<file path="config.mk">
export PLATFORM = sky130hd
export DESIGN_NAME = motor_model_pwm_deadtime
export DESIGN_NICKNAME = d
export VERILOG_FILES = /design/src/rtl/motor_model_pwm_pkg.sv /design/src/rtl/motor_model_pwm_deadtime_phase.sv /design/src/rtl/motor_model_pwm_deadtime.sv
export SDC_FILE = /design/constraint.sdc
export NUM_CORES = 1
export LEC_CHECK = 0
export ABC_AREA = 1
export CORE_ASPECT_RATIO = 0.6
export CORE_UTILIZATION = 30
export DETAILED_ROUTE_END_ITERATION = 7
export PLACE_DENSITY = 0.53
export SKIP_CTS_REPAIR_TIMING = 1
export SYNTH_ARGS = -nofsm -noshare
export SYNTH_HDL_FRONTEND = slang
export SYNTH_SLANG_ARGS = --single-unit
</file>
<file path="constraint.sdc">
create_clock -name clk -period 3.4 [get_ports clk]
set_input_delay 0.68 -clock clk [delete_from_list [all_inputs] [get_ports clk]]
set_output_delay 0.68 -clock clk [all_outputs]
set_load 0.1 [all_outputs]
</file>
<file path="src/rtl/motor_model_pwm_pkg.sv">
// -----------------------------------------------------------------------------
// motor_model_pwm_pkg
// Shared types and constants for the three-phase PWM dead-time stage.
//   phase_state_t : per-phase gate FSM state (OFF, HIGH_ON, LOW_ON, DEAD)
//   P_NUM_PHASES  : number of bridge legs
//   PH_U/PH_V/PH_W: leg indices used for the per-phase vectors
// -----------------------------------------------------------------------------
package motor_model_pwm_pkg;

  typedef enum logic [1:0] {
    OFF     = 2'd0,
    HIGH_ON = 2'd1,
    LOW_ON  = 2'd2,
    DEAD    = 2'd3
  } phase_state_t;

  localparam int P_NUM_PHASES = 3;
  localparam int PH_U         = 0;
  localparam int PH_V         = 1;
  localparam int PH_W         = 2;

endpackage

</file>
<file path="src/rtl/motor_model_pwm_deadtime_phase.sv">
// -----------------------------------------------------------------------------
// motor_model_pwm_deadtime_phase
// One bridge leg: gate FSM with dead-time countdown and registered drives.
// Ports:
//   clk, rst_n     : clock, asynchronous active-low reset
//   i_run          : leg may conduct; low forces OFF in one cycle
//   i_pwm          : raw command, 1 = high side, 0 = low side
//   i_dead_time    : dead interval in cycles (0 behaves as 1)
//   o_h, o_l       : registered high/low gate drives
//   o_dead         : registered, high while the leg is in DEAD
// -----------------------------------------------------------------------------
module motor_model_pwm_deadtime_phase
  import motor_model_pwm_pkg::*;
#(
  parameter int P_DT_WIDTH = 8
) (
  input  logic                  clk,
  input  logic                  rst_n,
  input  logic                  i_run,
  input  logic                  i_pwm,
  input  logic [P_DT_WIDTH-1:0] i_dead_time,
  output logic                  o_h,
  output logic                  o_l,
  output logic                  o_dead
);

  localparam logic [P_DT_WIDTH-1:0] L_ONE = P_DT_WIDTH'(1);

  phase_state_t          r_state;
  logic                  r_target;
  logic [P_DT_WIDTH-1:0] r_cnt;
  logic [P_DT_WIDTH-1:0] w_load;

  // A zero dead time still yields one both-off cycle.
  assign w_load = (i_dead_time == '0) ? L_ONE : i_dead_time;

  always_ff @(posedge clk or negedge rst_n) begin
    if (!rst_n) begin
      r_state  <= OFF;
      r_target <= 1'b0;
      r_cnt    <= '0;
      o_h      <= 1'b0;
      o_l      <= 1'b0;
      o_dead   <= 1'b0;
    end else if (!i_run) begin
      // Immediate shutdown, no dead interval needed when both sides go off.
      r_state <= OFF;
      r_cnt   <= '0;
      o_h     <= 1'b0;
      o_l     <= 1'b0;
      o_dead  <= 1'b0;
    end else begin
      case (r_state)
        OFF: begin
          r_state  <= DEAD;
          r_target <= i_pwm;
          r_cnt    <= w_load;
          o_dead   <= 1'b1;
        end
        HIGH_ON: begin
          if (!i_pwm) begin
            r_state  <= DEAD;
            r_target <= 1'b0;
            r_cnt    <= w_load;
            o_h      <= 1'b0;
            o_dead   <= 1'b1;
          end
        end
        LOW_ON: begin
          if (i_pwm) begin
            r_state  <= DEAD;
            r_target <= 1'b1;
            r_cnt    <= w_load;
            o_l      <= 1'b0;
            o_dead   <= 1'b1;
          end
        end
        DEAD: begin
          // A command reversal restarts the full interval; it takes priority
          // over expiry so the old target never gets a one-cycle pulse.
          if (i_pwm != r_target) begin
            r_target <= i_pwm;
            r_cnt    <= w_load;
          end else if (r_cnt <= L_ONE) begin
            r_state <= r_target ? HIGH_ON : LOW_ON;
            o_h     <= r_target;
            o_l     <= ~r_target;
            o_dead  <= 1'b0;
          end else begin
            r_cnt <= r_cnt - L_ONE;
          end
        end
        default: begin
          r_state <= OFF;
          o_h     <= 1'b0;
          o_l     <= 1'b0;
          o_dead  <= 1'b0;
        end
      endcase
    end
  end

endmodule

</file>
<file path="src/rtl/motor_model_pwm_deadtime.sv">
// -----------------------------------------------------------------------------
// motor_model_pwm_deadtime
// Three-phase gate-drive stage with programmable dead time.
// Optional feature macro: MOTOR_MODEL_PWM_SHOOT_THROUGH_CHECK_EN
//   defined   : sticky shoot-through checker drives o_fault
//   undefined : o_fault tied 0, i_fault_clr ignored
// Ports:
//   clk, rst_n                  : clock, asynchronous active-low reset
//   i_pwm_u/v/w                 : raw phase commands
//   i_dead_time                 : dead time in cycles (0 behaves as 1)
//   i_enable, i_powerdown_n     : bridge enable, safety powerdown (active low)
//   i_fault_clr                 : pulse clearing the sticky fault
//   o_u/v/w_h, o_u/v/w_l        : registered gate drives
//   o_fault                     : sticky shoot-through fault
//   o_dead_active[2:0]          : per-phase dead flag, bit 0 = U
// -----------------------------------------------------------------------------
module motor_model_pwm_deadtime
  import motor_model_pwm_pkg::*;
#(
  parameter int P_DT_WIDTH = 8
) (
  input  logic                  clk,
  input  logic                  rst_n,
  input  logic                  i_pwm_u,
  input  logic                  i_pwm_v,
  input  logic                  i_pwm_w,
  input  logic [P_DT_WIDTH-1:0] i_dead_time,
  input  logic                  i_enable,
  input  logic                  i_powerdown_n,
  input  logic                  i_fault_clr,
  output logic                  o_u_h,
  output logic                  o_v_h,
  output logic                  o_w_h,
  output logic                  o_u_l,
  output logic                  o_v_l,
  output logic                  o_w_l,
  output logic                  o_fault,
  output logic [2:0]            o_dead_active
);

  logic                    w_run;
  logic [P_NUM_PHASES-1:0] w_pwm;
  logic [P_NUM_PHASES-1:0] w_h;
  logic [P_NUM_PHASES-1:0] w_l;
  logic [P_NUM_PHASES-1:0] w_dead;

  assign w_run = i_enable & i_powerdown_n & ~o_fault;

  assign w_pwm[PH_U] = i_pwm_u;
  assign w_pwm[PH_V] = i_pwm_v;
  assign w_pwm[PH_W] = i_pwm_w;

  for (genvar gi = 0; gi < P_NUM_PHASES; gi++) begin : g_phase
    motor_model_pwm_deadtime_phase #(
      .P_DT_WIDTH (P_DT_WIDTH)
    ) u_phase (
      .clk         (clk),
      .rst_n       (rst_n),
      .i_run       (w_run),
      .i_pwm       (w_pwm[gi]),
      .i_dead_time (i_dead_time),
      .o_h         (w_h[gi]),
      .o_l         (w_l[gi]),
      .o_dead      (w_dead[gi])
    );
  end

  assign o_u_h         = w_h[PH_U];
  assign o_v_h         = w_h[PH_V];
  assign o_w_h         = w_h[PH_W];
  assign o_u_l         = w_l[PH_U];
  assign o_v_l         = w_l[PH_V];
  assign o_w_l         = w_l[PH_W];
  assign o_dead_active = w_dead;

`ifdef MOTOR_MODEL_PWM_SHOOT_THROUGH_CHECK_EN
  logic r_fault;
  logic w_violation;

  // Watches the output ports themselves so it is independent of the FSMs.
  assign w_violation = (o_u_h & o_u_l) | (o_v_h & o_v_l) | (o_w_h & o_w_l);

  // A violation in the clear cycle wins, keeping the fault set.
  always_ff @(posedge clk or negedge rst_n) begin
    if (!rst_n) begin
      r_fault <= 1'b0;
    end else begin
      r_fault <= w_violation | (r_fault & ~i_fault_clr);
    end
  end

  assign o_fault = r_fault;
`else
  logic w_unused_fault_clr;
  assign w_unused_fault_clr = i_fault_clr;
  assign o_fault            = 1'b0;
`endif

endmodule

</file>
==> results of run 1 <==
layer usage:
| metal | vias up | part of all wire | track usage |
|---|---|---|---|
| met5 | - | 0 | 0 |
| met4 | 0 | 0.0091 | 0.0430 |
| met3 | 7 | 0.050 | 0.0317 |
| met2 | 48 | 0.37 | 0.208 |
| met1 | 1288 | 0.57 | 0.243 |
| li1 | 1458 | - | - |
tightest hold or removal path, cell delays in order, from the launching register on:
cell and delay (ns):
dfrtp_1 0.34, nand2_1 0.06, nand2_1 0.04
area by class of cell:
cell class              count  share of cell area
multi-input cells         344               0.490
flip-flops and latches     42               0.300
repair buffers             24              0.0622
inverters                  53              0.0569
well taps                 135              0.0483
clock buffers               7              0.0408
clock inverters             1             0.00143
registers in the layout, summed over array words and instances, names as in the netlist:
signal	count
g_phase.u_phase.o_l	3
g_phase.u_phase.r_state	6
g_phase.u_phase.r_cnt	24
g_phase.u_phase.o_h	3
g_phase.u_phase.o_dead	3
g_phase.u_phase.r_target	3
cells in the mapped netlist, drive strengths merged:
cell type,count,area [um^2]
nor2,54,240
o21bai,1,7.51
o21a,1,7.51
buf,9,72.6
nand3b,1,7.51
inv,53,199
nand2,155,607
ha,15,188
conb,1,3.75
xor2,2,17.5
nand4,8,50.1
dfrtp,42,1050
nand3,37,205
a21oi,3,15.0
nor3,4,20.0
o21ai,53,273
mux2i,3,30.0
or2,4,25.0
xnor2,2,17.5
power breakdown:
group / leakage (nW) / total (mW) / internal, mW / switching, mW
combinational: 1.09 / 0.298 / 0.0994 / 0.198
sequential: 0.561 / 0.565 / 0.530 / 0.0345
clock: 0.0739 / 0.498 / 0.292 / 0.206
cell families after synthesis:
logic type               after synthesis
AO/OA/AOI/OAI                         58
XOR/XNOR                               4
adder cells (fa/ha/maj)               15
buffers and inverters                 62
flip-flops                            42
multiplexers                           3
other                                  1
AND/OR/NAND/NOR                      263
path summary, 6_finish.rpt:
check,endpoint,from,depth (start not counted)
worst max-delay path,o_w_h,g_phase[2].u_phase.o_h,1
worst min-delay path,g_phase[0].u_phase.o_h,g_phase[0].u_phase.o_h,2
worst max register to register,g_phase[0].u_phase.r_cnt[7],g_phase[0].u_phase.r_cnt[0],11
worst min register to register,g_phase[0].u_phase.o_h,g_phase[0].u_phase.o_h,2
max in group asynchronous,g_phase[2].u_phase.o_dead,rst_n,1
min in group asynchronous,g_phase[0].u_phase.r_cnt[2],rst_n,1
through the flow:
step	setup slack, ns	cells	hold slack [ns]	instance area, um^2	power, mW
floorplan	1.82	448	0.384	3040	0.790
global placement	0.957	598	0.457	3350	0.867
detailed placement	0.938	598	0.465	3350	0.872
CTS	0.915	606	0.480	3500	1.38
global route	0.908	606	0.515	3500	1.44
finish	0.935	606	0.473	3500	1.36
==> metrics.md, run 1 <==
| Metric | Value |
|---|---|
| Status | completed |
| Yosys reg bits | 42 |
| Max-slew headroom | 0.313 |
| Core Util, Final | 0.355 |
| Max_cap viols | 0 |
| Share of cells above drive strength 1 | 0.0955 |
| Max incr delay on CP | 1.14 ns |
| RSZ-0062 raised after global routing | no |
| Post-detailed-route count of antenna-violating nets | 0 |
| Crit path required time | 2.72 ns |
| Area of the multi-input gates | 1710 um^2 |
| Diode count | 0 |
| Vias per cell | 4.62 |
| Tot GR Track Use | 0.156 |
| Filler cells | 1,068 |
| Slew @ Worst Pin | 1.03 ns |
| Setup crit end kind | output pin |
| Critical path launch point type | register |
| Iter 0 DRT Violations | 198 |
| Skew-Pair Late Insertion Delay | 0.28 ns |
| Die Span Y | 79.9 um |
| Largest net degree at the start of global routing | 43 |
| CTS clk-pin slew, worst paths | 0.06 ns |
| Cell chain of the critical path | clkdlybuf4s50_1 |
| Setup Skew | 0.00436 ns |
| Syn nets | 479 |
| H-tree depth | 2 |
| Most frequent cells in the layout | 145 x nand2_1, 51 x inv_1, 45 x nor2_1, 42 x o21ai_0, 42 x dfrtp_1 |
| Post-synthesis xor/xnor area fraction | 0.0115 |
| Number of global-route vias before repair | 2,562 |
| Die width | 132 um |
| Clock tree buffer depth | 2 |
| Initial antenna violation count | 0 |
| YS warnings | 0 |
| Portion of netlist area occupied by mux cells | 0.00989 |
| Post-synthesis cell count | 448 |
| Largest fanout on the critical path | 2 |
| Core area | 9840 um^2 |
| Synthesized area | 3040 um^2 |
| Slew Viols, Final | 0 |
| Global route total overflow | 0 |
| Data arrival, critical path | 1.79 ns |
| FP Rows | 28 |
| Adder-cell share of the synthesized area | 0.0618 |
| RD Place Congestion | 0.816 |
| FMAX | 0.406 GHz |
| Detailed-route via count | 2,801 |
| Reg-to-reg slack, setup | 1.58 ns |
| Nets | 501 |
| DIE AREA | 10,500 um^2 |
| Final setup violation count | 0 |
| Ports | 26 |
| Fin crit share | 0.725 |
| Sequential share of the synthesized area | 0.346 |
| WL final | 7440 um |
| Cell variety after synth | 29 |
| Final hold vios | 0 |
| Synth Area in Compound Gates | 0.0997 |
| LEAKAGE | 1.72 nW |
| Post-Synth Simple-Gate Area | 0.380 |
| Min Tclk post-route | 2.47 ns |
| Post-DP HPWL | 5620 um |
| Register area | 1050 um^2 |
| Critical path's top delay family | buffers and inverters |
| First-pass GRT wire length | 12,800 um |
| P per Cell Area | 389 nW/um^2 |
| Starting Density | 0.308 |
| CTS tree | done |
| TNS Setup | 0 ns |
| Worst Path Buf+Inv | 1 |
| CTS sink count | 42 |
| Routed len/inst | 12.3 um |
| PortBufs | 23 |
| CP max stage cell | clkdlybuf4s50_1 |
| Syn-to-layout area delta | 15.2% |
| Maximum VDD drop | 0.198 mV |
| Root cell of the clock tree | clkbuf_16 |
| Synthesized area per cell | 6.78 um^2 |
| Commonest non-fill, non-tap cell in the layout | nand2_1 |
| Tightest Hold Check Type | register to register |
| DRC | 0 |
| Largest family of logic cells by synthesized area | simple AND/OR/NAND/NOR gates |
| Iteration count of the initial detailed-routing pass | 4 |
| Total CTS buffers | 5 |
| Critical path type | register to output pin |
(Power assumes the default switching activity.)
==> run 2, diff against run 1 <==
- PLACE_DENSITY: 0.53 -> 0.55
- clock period: 3.4 -> 2.2 ns (I/O delays scaled with it)
==> run 2 against run 1 <==
  * Global-route usage increased by 0.17 points
  * Sequential share of layout area decreased by 0.26 points
  * Hold slack got worse by 0.40 ns
  * Largest power group unchanged
  * Highest routed layer unchanged
==> metrics.md, run 2 (synthesis gave the netlist of run 1 again) <==
| Metric | Value |
|---|---|
| Register area | 1050 um^2 (unchanged) |
| Maximum VDD drop | 0.301 mV (+52%) |
| Max incr delay on CP | 0.42 ns (-0.72 ns) |
| WL final | 7520 um (+1.0%) |
| Post-detailed-route count of antenna-violating nets | 0 (unchanged) |
| Iteration count of the initial detailed-routing pass | 5 (+1) |
| Most frequent cells in the layout | 145 x nand2_1, 51 x inv_1, 45 x nor2_1, 42 x o21ai_0, 42 x dfrtp_1 |
| Detailed-route via count | 2,834 (+1.2%) |
| RSZ-0062 raised after global routing | no |
| Cell repeated most along the worst path | nand2_1 |
| First-pass GRT wire length | 12,900 um (+0.86%) |
| Cell chain of the critical path | inv_1 -> ha_1 -> inv_1 -> nand2_1 -> nand2_1 -> nor2_1 -> nand3_2 -> nand2_2 -> nor2_1 -> nand2_1 -> nand2_1 |
| Iter 0 DRT Violations | 187 (-5.6%) |
| Root cell of the clock tree | clkbuf_16 |
| Commonest non-fill, non-tap cell in the layout | nand2_1 |
| Critical path's top delay family | simple AND/OR/NAND/NOR gates |
| Global route total overflow | 0 (unchanged) |
| Setup Skew | 0.00675 ns (+0.00239 ns) |
| Share of cells above drive strength 1 | 0.111 (+0.0158) |
| Routed len/inst | 12.3 um (+0.22%) |
| DRC | 0 (unchanged) |
| Skew-Pair Late Insertion Delay | 0.29 ns (about the same) |
| Largest net degree at the start of global routing | 17 (-60%) |
| Ports | 26 (unchanged) |
| Post-DP HPWL | 5790 um (+3.1%) |
| Core area | 9840 um^2 (unchanged) |
| PortBufs | 23 (unchanged) |
| DIE AREA | 10,500 um^2 (unchanged) |
| Number of global-route vias before repair | 2,563 (+0.039%) |
| TNS Setup | 0 ns (unchanged) |
| CTS sink count | 42 (unchanged) |
| Max_cap viols | 0 (unchanged) |
| Biggest regs | g_phase.u_phase.r_cnt x24, g_phase.u_phase.r_state x6 |
| H-tree depth | 2 (unchanged) |
| Clock tree buffer depth | 2 (unchanged) |
| Setup crit end kind | register |
| Largest fanout on the critical path | 9 (+7) |
| Critical path type | register to register |
| Die width | 132 um (unchanged) |
| Register with the highest flop count | g_phase.u_phase.r_cnt |
| Filler cells | 1,055 (-1.2%) |
| Syn-to-layout area delta | 16.2% |
| CTS clk-pin slew, worst paths | 0.07 ns (about the same) |
| CP max stage cell | dfrtp_1 |
| Critical path launch point type | register |
| Tightest Hold Check Type | primary input to asynchronous set/reset pin |
| FP Rows | 28 (unchanged) |
| Vias per cell | 4.64 (+0.35%) |
| Diode count | 0 (unchanged) |
| Die Span Y | 79.9 um (unchanged) |
| Data arrival, critical path | 2.06 ns (+0.27 ns) |
| Final hold vios | 0 (unchanged) |
| Nets | 506 (+1.0%) |
| Worst Path Buf+Inv | 2 (+1) |
| FMAX | 0.533 GHz |
| Max FFs per register | 24 (unchanged) |
| Fin crit share | 0.852 |
| Min Tclk post-route | 1.87 ns |
| Initial antenna violation count | 0 (unchanged) |
| Reg-to-reg slack, setup | 0.33 ns (-1.25 ns) |
| Worst hold margin | 0.0775 ns (-0.396 ns) |
| Starting Density | 0.308 (unchanged) |
| Status | completed |
| Final setup violation count | 0 (unchanged) |
| RD Place Congestion | 0.867 (+6.2%) |
| CTS tree | done |
| Tot GR Track Use | 0.158 (+0.00167) |
| Crit path required time | 2.39 ns (-0.33 ns) |
| Area of the multi-input gates | 1710 um^2 (unchanged) |
| P per Cell Area | 601 nW/um^2 (+55%) |
| LEAKAGE | 1.75 nW (+1.8%) |
| Total CTS buffers | 5 (unchanged) |
| Slew Viols, Final | 0 (unchanged) |
[run 2: cell types whose count changed in the layout (fill, tap and decap cells not counted), sizes merged]
| cell | change |
|---|---|
| buf | +8 |
| clkdlybuf4s50 | -3 |
[run 2: worst paths after layout]
path,start,cells past startpoint,end
max in group asynchronous,rst_n,2,g_phase[2].u_phase.r_cnt[1]
min in group clk,g_phase[0].u_phase.o_h,2,g_phase[0].u_phase.o_h
worst max register to register,g_phase[2].u_phase.r_cnt[0],11,g_phase[2].u_phase.r_cnt[7]
worst max-delay path,g_phase[2].u_phase.r_cnt[0],11,g_phase[2].u_phase.r_cnt[7]
worst min-delay path,rst_n,1,g_phase[0].u_phase.r_cnt[2]
worst min register to register,g_phase[0].u_phase.o_h,2,g_phase[0].u_phase.o_h
[run 2: per-layer routing]
layer | global-route usage | vias to the layer above | part of all wire
met2 | 0.212 | 55 | 0.37
li1 | - | 1468 | -
met3 | 0.0349 | 6 | 0.046
met5 | 0 | - | 0
met4 | 0.0523 | 0 | 0.012
met1 | 0.240 | 1305 | 0.57
[run 2: layout make-up]
class	instances	area share
inverters	53	0.0564
repair buffers	29	0.0702
multi-input cells	344	0.486
clock inverters	1	0.00142
clock buffers	7	0.0404
well taps	135	0.0479
flip-flops and latches	42	0.298
[run 2: stage by stage]
stage | instance area (um^2) | instances | setup WS, ns | util | power [mW]
after CTS | 3530 | 611 | 0.357 | 0.358 | 2.15
after floorplan | 3040 | 448 | 0.730 | - | 1.22
final | 3530 | 611 | 0.325 | 0.358 | 2.12
after global routing | 3530 | 611 | 0.177 | 0.358 | 2.25
after global placement | 3380 | 603 | 0.114 | 0.343 | 1.35
after detailed placement | 3380 | 603 | 0.0969 | 0.343 | 1.35
[run 2: power breakdown]
part	internal, mW	switching, mW	total, mW
clock network	0.451	0.327	0.779
logic	0.159	0.310	0.469
registers	0.819	0.0541	0.873
total	1.43	0.691	2.12
==> run 3, diff against run 2 <==
- PLACE_DENSITY: 0.55 -> 0.54
- SYNTH_HIERARCHICAL: unset -> 1
==> run 3 against run 2 <==
  * First-iteration DRC count up 1.6%
  * Final area grew 13%
  * Power increased by 9.2%
  * Final cell count grew 15%
==> metrics.md, run 3 <==
| Metric | Value |
|---|---|
| Commonest non-fill, non-tap cell in the layout | nand2_1 |
| Max_cap viols | 0 (unchanged) |
| Syn-to-layout area delta | 15.1% |
| Vias per cell | 4.62 (-0.34%) |
| Register with the highest flop count | g_phase.u_phase/r_cnt |
| FP Rows | 29 (+3.6%) |
| Die width | 141 um (+6.7%) |
| Global route total overflow | 0 (unchanged) |
| Cell variety after synth | 27 (-6.9%) |
| Largest fanout on the critical path | 11 (+2) |
| RSZ-0062 raised after global routing | no |
| DRC | 0 (unchanged) |
| Synthesized area | 3460 um^2 (+14%) |
| DIE AREA | 12,000 um^2 (+14%) |
| Post-synthesis cell count | 537 (+20%) |
| Max FFs per register | 24 (unchanged) |
| Number of global-route vias before repair | 3,077 (+20%) |
| Largest net degree at the start of global routing | 28 (+11) |
| Post-DP HPWL | 6750 um (+17%) |
| TNS Setup | 0 ns (unchanged) |
| Max incr delay on CP | 0.41 ns (about the same) |
| Iter 0 DRT Violations | 190 (+1.6%) |
| Most frequent cell after synthesis | nand2_1 |
| CTS tree | done |
| RD Place Congestion | 0.839 (-3.2%) |
| CP max stage cell | dfrtp_1 |
| Final setup violation count | 0 (unchanged) |
| Sequential share of the synthesized area | 0.304 (-0.0424) |
| Syn nets | 568 (+19%) |
| Register area | 1050 um^2 (unchanged) |
| Cell Area, Placed | 3810 um^2 (+13%) |
| Synth cell count leaders | 176 x nand2_1, 78 x inv_1, 61 x nor2_1, 45 x nand3_1, 42 x dfrtp_1 |
| Setup crit end kind | register |
| PortBufs | 23 (unchanged) |
| Initial antenna violation count | 0 (unchanged) |
| Skew-Pair Late Insertion Delay | 0.29 ns (about the same) |
| Detailed-route via count | 3,245 (+15%) |
| Yosys reg bits | 42 (unchanged) |
| Starting Density | 0.318 (+0.00947) |
| Worst hold margin | 0.0527 ns (-0.0247 ns) |
| Cell chain of the critical path | inv_1 -> ha_1 -> inv_1 -> nand2_1 -> nand2_2 -> nor2_2 -> nand2_2 -> nand2_2 -> nor2_1 -> nand2_1 -> nand2_1 |
| Most frequent cells in the layout | 176 x nand2_1, 78 x inv_1, 61 x nor2_1, 45 x nand3_1, 42 x dfrtp_1 |
| Die Span Y | 85.2 um (+6.6%) |
| Share of cells above drive strength 1 | 0.126 (+0.0148) |
| Maximum VDD drop | 0.285 mV (-5.4%) |
| Synth area leaders | dfrtp_1 30%, nand2_1 19%, inv_1 8.5%, nor2_1 6.6%, nand3_1 6.5% |
| CTS sink count | 42 (unchanged) |
| Fraction of registers with async set/reset | 1.00 (unchanged) |
| Critical R2R Launch | g_phase[2].u_phase/r_cnt[0] |
| FMAX | 0.557 GHz (+4.3%) |
| Core area | 10,900 um^2 (+11%) |
| Total CTS buffers | 5 (unchanged) |
| First-pass GRT wire length | 15,300 um (+19%) |
| CTS clk-pin slew, worst paths | 0.06 ns (about the same) |
| Post-synth EDFFs | 0 (unchanged) |
| Area of the multi-input gates | 2030 um^2 (+18%) |
| Post-route design area | 3980 um^2 (+13%) |
| WL final | 8670 um (+15%) |
| Data arrival, critical path | 1.98 ns (-0.08 ns) |
| Iteration count of the initial detailed-routing pass | 4 (-1) |
| Cell taking the most area after synthesis | dfrtp_1 |
| Proportion of netlist area held by the largest area contributor | 0.304 (-0.0424) |
| Root cell of the clock tree | clkbuf_16 |
| Crit path required time | 2.38 ns (about the same) |
| Diode count | 0 (unchanged) |
| Post-detailed-route count of antenna-violating nets | 0 (unchanged) |
| Nets | 594 (+17%) |
| YS warnings | 6 (+6) |
| Synthesized area per cell | 6.44 um^2 (-4.9%) |
| P per Cell Area | 581 nW/um^2 (-3.3%) |
| Critical path type | register to register |
| Ports | 26 (unchanged) |
| Tightest Hold Check Type | primary input to asynchronous set/reset pin |
| Final hold vios | 0 (unchanged) |
| Status | completed |
| Setup Skew | 0.00420 ns (-0.00254 ns) |
| Fin crit share | 0.817 (-0.0354) |
| Reg2reg path depth | 11 (unchanged) |
| Slew Viols, Final | 0 (unchanged) |
| Filler cells | 1,163 (+10%) |
| Setup crit start | g_phase[2].u_phase/r_cnt[0] |
| H-tree depth | 2 (unchanged) |
| Routed len/inst | 12.3 um (+0.31%) |
| Min Tclk post-route | 1.80 ns (-0.0779 ns) |
| Main synth FF type | dfrtp_1 |
| Biggest regs | g_phase.u_phase/r_cnt x24, g_phase.u_phase/r_state x6 |
| Tot GR Track Use | 0.162 (+0.00421) |
| Clock tree buffer depth | 2 (unchanged) |
| LEAKAGE | 2.17 nW (+24%) |
| Critical path launch point type | register |
run 3: cell count changes after synthesis, moves of 11 or more:
cell / change
o21ai_0: -33
nor2_1: +16
nand4_1: +14
nand3_1: +12
o21ai_2: +16
nand2_1: +31
a21oi_1: +11
inv_1: +27
run 3: layout make-up:
| cell class | count | area share |
|---|---|---|
| multi-input cells | 404 | 0.508 |
| flip-flops and latches | 42 | 0.264 |
| inverters | 81 | 0.0763 |
| repair buffers | 29 | 0.0653 |
| well taps | 139 | 0.0437 |
| clock buffers | 6 | 0.0349 |
| clock inverters | 1 | 0.00754 |
run 3: cells by family after synthesis:
family | share of synthesized area
AO/OA/AOI/OAI | 0.0879
adder cells (fa/ha/maj) | 0.0542
buffers and inverters | 0.111
flip-flops | 0.304
other | 0.00108
AND/OR/NAND/NOR | 0.442
run 3: report_power, final:
group	switching (mW)	internal (mW)
Combinational	0.373	0.185
Clock	0.318	0.561
Sequential	0.0602	0.819
Total	0.751	1.56
run 3: worst max-delay path: cells and delay by family, from the launching register on:
| kind | cells | cell delay [ns] |
|---|---|---|
| buffers and inverters | 2 | 0.22 |
| AND/OR/NAND/NOR | 8 | 0.79 |
| adder cells (fa/ha/maj) | 1 | 0.27 |
| flip-flops | 1 | 0.41 |
run 3: metrics by stage:
stage               instances  power (mW)  setup slack [ns]   util
global route              702        2.46             0.190  0.366
floorplan                 537        1.28             0.719      -
CTS                       702        2.34             0.423  0.366
global placement          695        1.44             0.121  0.350
detailed placement        695        1.45             0.125  0.350
finish                    702        2.32             0.403  0.366
run 3: metal layers:
layer | vias to the layer above | routed length (um) | global-route usage
met1 | 1439 | 5100 | 0.264
met4 | 0 | 70 | 0.0375
met2 | 57 | 3140 | 0.209
met5 | - | 0 | 0
met3 | 7 | 360 | 0.0322
li1 | 1742 | - | -
run 3: worst paths after layout:
check | endpoint | slack [ns]
min in group clk | g_phase[1].u_phase/o_dead | 0.47
worst min-delay path | g_phase[1].u_phase/o_dead | 0.05
worst min register to register | g_phase[1].u_phase/o_dead | 0.47
worst max-delay path | g_phase[2].u_phase/r_cnt[0] | 0.40
max in group asynchronous | g_phase[0].u_phase/r_state[0] | 1.54
worst max register to register | g_phase[2].u_phase/r_cnt[0] | 0.40
